**src/rtl/calc_pkg.sv**
```systemverilog
// Shared types and constants for the calculator display path.
// Latency: n/a (declarations only).
// Backpressure: n/a.
package calc_pkg;

    localparam int WIDTH_IN   = 32;
    localparam int DIGITS_OUT = 8;
    localparam int DIGITS_INT = 10;

    localparam logic [4*DIGITS_OUT-1:0] BCD_ERR     = 32'hEEEE_EEEE;
    localparam logic [WIDTH_IN-1:0]     MAX_DISPLAY = 32'd99_999_999;

    typedef enum logic [1:0] {
        IDLE,
        CONVERT,
        FINISH
    } state_t;

endpackage

```
**src/rtl/bcd_ajuste.sv**
```systemverilog
// One double-dabble correction cell: adds 3 to a BCD digit that is 5 or more.
// Latency: combinational.
// Backpressure: none.
//
// Ports: dig_in  - BCD digit before the shift
//        dig_out - corrected digit, ready to be shifted left
module bcd_ajuste (
    input  logic [3:0] dig_in,
    output logic [3:0] dig_out
);

    assign dig_out = (dig_in >= 4'd5) ? (dig_in + 4'd3) : dig_in;

endmodule

```
**src/rtl/bin_a_bcd_seq.sv**
```systemverilog
// Sequential binary-to-BCD converter (double dabble) feeding the 8-digit display.
// Latency: start sampled at edge 0, results and done pulse after edge 33.
// Backpressure: none; start is only sampled in IDLE, requests while busy are dropped.
//
// Ports: clk, rst_n (async, active-low)
//        start, valor_entrada[31:0], es_signed  - conversion request and operand
//        bcd_out[31:0], negativo, desborde      - held results for display/LEDs
//        busy, done                             - status; done is a one-cycle pulse
module bin_a_bcd_seq
    import calc_pkg::*;
(
    input  logic                    clk,
    input  logic                    rst_n,
    input  logic                    start,
    input  logic [WIDTH_IN-1:0]     valor_entrada,
    input  logic                    es_signed,
    output logic [4*DIGITS_OUT-1:0] bcd_out,
    output logic                    negativo,
    output logic                    desborde,
    output logic                    busy,
    output logic                    done
);

    state_t                    state_q, state_d;
    logic [4:0]                cnt_q, cnt_d;
    logic [WIDTH_IN-1:0]       bin_q, bin_d;
    logic [4*DIGITS_INT-1:0]   acc_q, acc_d;
    logic                      sign_q, sign_d;
    logic [4*DIGITS_OUT-1:0]   bcd_out_q, bcd_out_d;
    logic                      negativo_q, negativo_d;
    logic                      desborde_q, desborde_d;
    logic                      busy_q, busy_d;
    logic                      done_q, done_d;

    logic [4*DIGITS_INT-1:0]   acc_adj;
    logic                      ovf;

    for (genvar g = 0; g < DIGITS_INT; g++) begin : g_adj
        bcd_ajuste u_adj (
            .dig_in  (acc_q[4*g +: 4]),
            .dig_out (acc_adj[4*g +: 4])
        );
    end

    // Anything in the two digits beyond the display means the value exceeds 99_999_999.
    assign ovf = |acc_q[4*DIGITS_INT-1:4*DIGITS_OUT];

    always_comb begin
        state_d    = state_q;
        cnt_d      = cnt_q;
        bin_d      = bin_q;
        acc_d      = acc_q;
        sign_d     = sign_q;
        bcd_out_d  = bcd_out_q;
        negativo_d = negativo_q;
        desborde_d = desborde_q;
        busy_d     = busy_q;
        done_d     = 1'b0;

        case (state_q)
            IDLE: begin
                if (start) begin
                    // -2^31 negates to itself, which reads correctly as 2^31 unsigned.
                    if (es_signed && valor_entrada[WIDTH_IN-1]) begin
                        bin_d  = ~valor_entrada + 1'b1;
                        sign_d = 1'b1;
                    end else begin
                        bin_d  = valor_entrada;
                        sign_d = 1'b0;
                    end
                    acc_d   = '0;
                    cnt_d   = 5'd0;
                    busy_d  = 1'b1;
                    state_d = CONVERT;
                end
            end
            CONVERT: begin
                {acc_d, bin_d} = {acc_adj, bin_q} << 1;
                cnt_d          = cnt_q + 5'd1;
                if (cnt_q == 5'd31) begin
                    state_d = FINISH;
                end
            end
            FINISH: begin
                // Outputs only move here, so the display never sees partial sums.
                negativo_d = sign_q;
                desborde_d = ovf;
                bcd_out_d  = ovf ? BCD_ERR : acc_q[4*DIGITS_OUT-1:0];
                busy_d     = 1'b0;
                done_d     = 1'b1;
                state_d    = IDLE;
            end
            default: begin
                state_d = IDLE;
            end
        endcase
    end

    always_ff @(posedge clk or negedge rst_n) begin
        if (!rst_n) begin
            state_q    <= IDLE;
            cnt_q      <= 5'd0;
            bin_q      <= '0;
            acc_q      <= '0;
            sign_q     <= 1'b0;
            bcd_out_q  <= '0;
            negativo_q <= 1'b0;
            desborde_q <= 1'b0;
            busy_q     <= 1'b0;
            done_q     <= 1'b0;
        end else begin
            state_q    <= state_d;
            cnt_q      <= cnt_d;
            bin_q      <= bin_d;
            acc_q      <= acc_d;
            sign_q     <= sign_d;
            bcd_out_q  <= bcd_out_d;
            negativo_q <= negativo_d;
            desborde_q <= desborde_d;
            busy_q     <= busy_d;
            done_q     <= done_d;
        end
    end

    assign bcd_out  = bcd_out_q;
    assign negativo = negativo_q;
    assign desborde = desborde_q;
    assign busy     = busy_q;
    assign done     = done_q;

endmodule
```
**config.mk**
```make
export PLATFORM = sky130hd
export DESIGN_NAME = bin_a_bcd_seq
export DESIGN_NICKNAME = d
export VERILOG_FILES = /design/src/rtl/calc_pkg.sv /design/src/rtl/bcd_ajuste.sv /design/src/rtl/bin_a_bcd_seq.sv
export SDC_FILE = /design/constraint.sdc
export NUM_CORES = 1
export LEC_CHECK = 0
export ABC_AREA = 1
export BUFFER_PORTS_ARGS = -buffer_cell sky130_fd_sc_hd__buf_2
export CAP_MARGIN = 20
export CORE_MARGIN = 2
export CORE_UTILIZATION = 53
export CTS_CLUSTER_DIAMETER = 200
export DETAILED_ROUTE_END_ITERATION = 6
export HOLD_SLACK_MARGIN = 0.12
export PLACE_DENSITY = 0.76
export SKIP_LAST_GASP = 1
export SLEW_MARGIN = 15
export SYNTH_ARGS = -nofsm -noshare
export SYNTH_HDL_FRONTEND = slang
export SYNTH_SLANG_ARGS = --single-unit
```
**constraint.sdc**
```tcl
create_clock -name clk -period 1.7 [get_ports clk]
set_input_delay 0.17 -clock clk [delete_from_list [all_inputs] [get_ports clk]]
set_output_delay 0.17 -clock clk [all_outputs]
set_load 0.01 [all_outputs]
```
# Yosys cells after proc, flatten, opt, wreduce, memory -nomap -nowiden
# Cells that the tools add are included.
# op_classes
addsub,12
n_lt_le_gt_ge,10
eq_ne,5
mux,25
n_bitwise,1
reduce_logical,9
# ops
op,count
32-bit two-way mux,3
40-bit one-hot mux with 2 select lines,1
32-bit one-hot mux with 2 select lines,1
"4-bit by 3-bit greater-or-equal comparator with 1-bit output, second input constant",10
40-bit two-way mux,1
"4-bit by 2-bit adder with 4-bit output, second input constant",9
4-bit two-way mux,9
"32-bit by 1-bit adder with 32-bit output, second input constant",1
32-bit NOT,1
5-bit one-hot mux with 2 select lines,1
2-bit AND reduction,4
8-bit OR reduction,1
"5-bit by 1-bit adder with 5-bit output, second input constant",1
"5-bit equality test, second input constant",1
5-bit two-way mux,1
2-bit two-way mux,2
"2-bit inequality test, second input constant",2
2-bit one-hot mux with 2 select lines,1
2-bit nonzero test,2
"3-bit by 2-bit adder with 3-bit output, second input constant",1
1-bit two-way mux,3
3-bit two-way mux,1
"2-bit by 1-bit equality test with 1-bit output, second input constant",1
"2-bit equality test, second input constant",1
3 further kinds,3
# totals
regBits,116

# Logic depth before layout (Yosys ltp)
# depth
ltp_word,5
ltp_mapped,12
mapped_depth_nobuf,12

# Hierarchy
# A second synthesis with hierarchy kept.
# hier_totals
cells_unflattened,884
hier_area_um2,6820.3
# modules_own_cells
module,n_inst,cells_each,area_per_inst_um2
bin_a_bcd_seq,1,654,5469.0
bcd_ajuste,10,23,135.1

# Least setup slack after synthesis
# OpenSTA, ideal clock, no wires.
# synth_timing
path_type,register to register
startpoint,register acc_q[36]
endpoint,register bcd_out_q[18] (netlist: bcd_out[18])
setup_time_ns,0.139
arrival_ns,1.443
setup_slack_ns,0.117
stages_incl_launch_ff,11
n_path_buf,3
path_cell_list,dfrtp_1 inv_1 ha_1 inv_1 nor3_1 and3_1 buf_6 or2_1 buf_6 buf_12 o211ai_2
# synth_via
elab_chain_len,2
# synth_rtl
element,line,text
"start, declared",bin_a_bcd_seq.sv:27,"logic [4*DIGITS_INT-1:0] acc_q, acc_d;"
"start signal, assigned",bin_a_bcd_seq.sv:104,acc_q <= '0;
"start signal, assigned",bin_a_bcd_seq.sv:115,acc_q <= acc_d;
8-bit OR reduction,bin_a_bcd_seq.sv:46,assign ovf = |acc_q[4*DIGITS_INT-1:4*DIGITS_OUT];
32-bit two-way mux,bin_a_bcd_seq.sv:88,bcd_out_d = ovf ? BCD_ERR : acc_q[4*DIGITS_OUT-1:0];
"end signal, assigned",bin_a_bcd_seq.sv:117,bcd_out_q <= bcd_out_d;
"end, declared",bin_a_bcd_seq.sv:29,"logic [4*DIGITS_OUT-1:0] bcd_out_q, bcd_out_d;"
# Every way passes these cells.
# A chain may end at the register's enable or synchronous reset.

# Worst setup path in the final report
# layout_timing
startpoint,input valor_entrada[20]
endpoint,register bin_q[29]
# layout_via
elab_chain_len,5
# layout_rtl
element,line,text
"start, declared",bin_a_bcd_seq.sv:15,"input logic [WIDTH_IN-1:0] valor_entrada,"
32-bit NOT,bin_a_bcd_seq.sv:65,bin_d = ~valor_entrada + 1'b1;
32-bit by 1-bit adder with 32-bit output,bin_a_bcd_seq.sv:65,
32-bit two-way mux,bin_a_bcd_seq.sv:64,if (es_signed && valor_entrada[WIDTH_IN-1]) begin
32-bit two-way mux,bin_a_bcd_seq.sv:62,if (start) begin
32-bit one-hot mux with 2 select lines,bin_a_bcd_seq.sv:60,case (state_q)
"end signal, assigned",bin_a_bcd_seq.sv:114,bin_q <= bin_d;
"end, declared",bin_a_bcd_seq.sv:26,"logic [WIDTH_IN-1:0] bin_q, bin_d;"
# Every way passes these cells. The select of a mux whose other input is x is not followed.

==> flow_summary_export.csv <==
group,metric,value,unit
outcome,status,"finished, final reports clean",
floorplanning,ios,72,
critical_path,worstPathMaxFanout,4,
critical_path,cp.depth,10,
place,port-buffer-count,71,
floorplanning,core_area,11900,µm²
routing,first_pass_iters,5,
routing,drc_errors,0,
global_routing,grt_pass1_wl,25300,µm
synthesis,synth-seq-cells,116,
routing,vias_per_cell,5.36,
sta,fin_crit_sh,0.944,
critical_path,cpLargestDelayFamily,"simple AND/OR/NAND/NOR gates",
clocking,cts.sinks,116,
critical_path,worstSetupEndpointType,"register",
global_routing,antenna_found_initial,0,
place,dpl.hpwl,9660,µm
floorplanning,fp.dieH,114,µm
clocking,htree_levels,4,
routing,postRouteAntennaNets,0,
routing,routed_wl,14400,µm
clocking,cts_buffers,17,
synthesis,syn_nets,840,
clocking,clockBufferDepth,2,
final_layout,areaGrowthSynthToFinish,22.2,%
synthesis,syn_area_per_cell,8.22,µm²
synthesis,ys_warn_count,0,
routing,wl_per_cell,13.8,µm
clocking,clk_pin_slew_worst_paths,0.05,ns
clocking,root_buffer,"clkbuf_16",
place,place.gp.congestion,0.936,
run,cap_viol_max_count,0,
critical_path,crit_buf_inv,2,
sta,drv_slew,0,
floorplanning,die-width,114,µm
floorplanning,rows,40,
global_routing,track_usage,0.241,
critical_path,path_class,"in -> reg",
final_layout,nFillCells,1005,
critical_path,slowest_stage,"dlygate4sd3_1",
power_and_ir_drop,clkPwrFrac,0.260,
sta,setup_viol,0,
sta,period_minus_slack,1.60,ns
place,placed_cells_incl_taps,990,
worst_hold_path,whs_path_depth,5,
synthesis,synth_area,6400,µm²
critical_path,crit_chain,"dlygate4sd3_1 > buf_2 > nor2_1 > nand3_1 > nor2_1 > nand2_1 > o21ai_0 > nand3_1 > nand3_1 > nand2_1",
global_routing,grt_overflow,0,
sta,fin_skew,0.00695,ns
power_and_ir_drop,p_leak,0.00389,µW
power_and_ir_drop,power_switching,5070,µW
power_and_ir_drop,sw_frac_of_total,0.381,
routing,drt_iter0_drc,421,
synthesis,syn_inst,779,
critical_path,worst-r2r-cell-count,8,
critical_path,start_kind,"input port",
critical_path,cp_common_cell,"nand3_1",
global_routing,grt_max_degree,117,
power_and_ir_drop,seq_power_share,0.345,
sta,worst_pin_slew,0.615,ns
critical_path,crit_required,1.99,ns
floorplanning,start_util,0.537,
power_and_ir_drop,power_frac_comb,0.395,
clocking,clock_latency,0.41,ns
final_layout,diodes,0,
clocking,tritoncts,"yes",
power_and_ir_drop,powerDensity,1700,nW/µm²
sta,relSlewSlack,0.590,
critical_path,max_stage_delay,0.54,ns
floorplanning,dieArea,13000,µm²
worst_hold_path,min_path_type,"in -> reg",
global_routing,grt_pass1_vias,5484,
final_layout,layout.cells.non_filler,1045,
power_and_ir_drop,ir_drop,0.857,mV
final_layout,nets,946,
routing,num_vias,5601,
power_and_ir_drop,p_int,8230,µW
final_layout,drive_gt1_frac,0.182,
sta,finalHoldViolations,0,
sta,finalSetupTns,0,ns
sta,max_freq,623,MHz
sta,rsz0062_at_grt,"false",
synthesis,synth_seq_area_share,0.453,
critical_path,arrival,1.90,ns
synthesis,ys_types,35,
## state kept, by name, indices dropped and copies added (netlist names)
signal,cells
acc_q,40
bcd_out,32
bin_q,32
cnt_q,5
state_q,2
busy,1
desborde,1
done,1
negativo,1
sign_q,1
## cell type report
type                    instances  area, µm²  area share
clock inverters                10        105      0.0134
multi-input cells             560       3070       0.392
repair buffers                118        820       0.105
clock buffers                  22        474      0.0606
well taps                     147        184      0.0235
inverters                      72        270      0.0345
flip-flops and latches        116       2900       0.371
## power by group through the flow
stage                     Sequential (µW)  Combinational, µW  Clock, µW
final                                4590               5250       3460
after global routing                 4730               6080       3640
after CTS                            4590               5280       3510
after detailed placement             4610               5170          0
after global placement               4590               5030          0
after floorplan                      4490               3860          0
## path summary, 6_finish.rpt
kind                            slack, ns          end               from
min in group asynchronous            0.37   bcd_out[7]              rst_n
worst min-delay path                 0.14    bin_q[28]  valor_entrada[28]
worst max-delay path                  0.1    bin_q[29]  valor_entrada[20]
worst min register to register       0.48  bcd_out[16]        bcd_out[16]
worst max register to register       0.17  bcd_out[22]          acc_q[36]
max in group asynchronous            0.86  bcd_out[21]              rst_n
## layout by cell type, fill, tap and decap left out, types with 2 or more instances in the layout
cell	Yosys	final
a21oi_1	4	4
a22o_1	2	2
a22oi_1	28	28
buf_12	2	4
buf_2	12	70
buf_4	0	21
bufinv_16	0	2
clkbuf_1	13	2
clkbuf_16	0	17
clkbuf_8	0	3
clkinv_2	0	6
clkinvlp_4	0	2
dfrtp_1	116	116
dlygate4sd3_1	0	22
ha_1	25	25
inv_1	68	68
inv_2	4	4
nand2_1	192	192
nand2_2	11	11
nand3_1	42	42
nand3b_1	2	2
nand4_1	4	4
nor2_1	74	70
nor2_2	5	8
nor3_1	5	5
o211ai_1	4	4
o211ai_2	10	10
o21ai_0	82	82
o21ai_1	9	9
o22ai_1	12	12
o32ai_1	10	10
xor2_1	31	31
## layer usage
metal  share of wire  up-vias  GRT usage  routed length [µm]
met2            0.48      146      0.394                6860
met1            0.46     2626      0.322                6650
met3           0.046       18     0.0574                 662
met4           0.016        0     0.0724                 229
li1                -     2811          -                   -
met5               0        -          0                   0
## synth_stat cells
cell | instances | area [µm²]
nor2_8 | 1 | 20.0
or2_2 | 1 | 6.26
nand3b_1 | 2 | 15.0
o22ai_1 | 12 | 75.1
buf_2 | 12 | 60.1
clkbuf_1 | 13 | 48.8
buf_12 | 2 | 40.0
a21oi_1 | 4 | 20.0
nor2_2 | 5 | 31.3
a32o_1 | 1 | 10.0
nor3_1 | 5 | 25.0
o21ai_1 | 9 | 45.0
or2_1 | 1 | 6.26
o211ai_2 | 10 | 125
nand2_2 | 11 | 68.8
o32ai_1 | 10 | 87.6
o211ai_1 | 4 | 30.0
xor2_1 | 31 | 272
nor2_1 | 74 | 278
a31oi_1 | 1 | 6.26
inv_1 | 68 | 255
nand4_1 | 4 | 25.0
dfrtp_1 | 116 | 2900
and2_1 | 1 | 6.26
o21ai_0 | 82 | 410
nand2_1 | 192 | 721
inv_2 | 4 | 15.0
buf_6 | 2 | 22.5
buf_1 | 2 | 7.51
o221ai_1 | 1 | 8.76
ha_1 | 25 | 313
a22o_1 | 2 | 17.5
a22oi_1 | 28 | 210
nand3_1 | 42 | 210
and3_1 | 1 | 6.26
## cells by family after synthesis
| logic type | synth area share |
|---|---|
| fa+ha+maj | 0.0489 |
| xor+xnor | 0.0424 |
| flops | 0.453 |
| simple gates | 0.222 |
| buf+inv | 0.0702 |
| compound gates | 0.163 |
## what timing repair did
action | 4_1_cts | 5_1_grt
setup buffers | 0 | 1
hold buffers | 22 | 0
hold endpoints to repair | 137 | 0
resized for setup | 0 | 6
endpoints found under the setup margin | 0 | 16
## metrics by stage
stage	power, µW	utilization	area (µm²)	hold slack, ns	setup WS, ns
4_1_cts	13400	0.655	7800	0.122	0.0521
6_report	13300	0.657	7820	0.138	0.0955
5_1_grt	14500	0.657	7820	0.166	0.00781
3_3_place_gp	9620	0.587	7000	0.313	0.146
2_1_floorplan	8350	-	6400	-0.126	0.117
3_5_place_dp	9780	0.587	7000	0.310	0.0788
## worst reg2reg max path: stages (launching register included)
cell and delay [ns]:
dfrtp_1 0.40, inv_1 0.12, ha_1 0.15, inv_1 0.03
nor3_1 0.11, and3_1 0.19, or2_4 0.14, buf_6 0.17
o211ai_2 0.10
(Power assumes the default switching activity.)
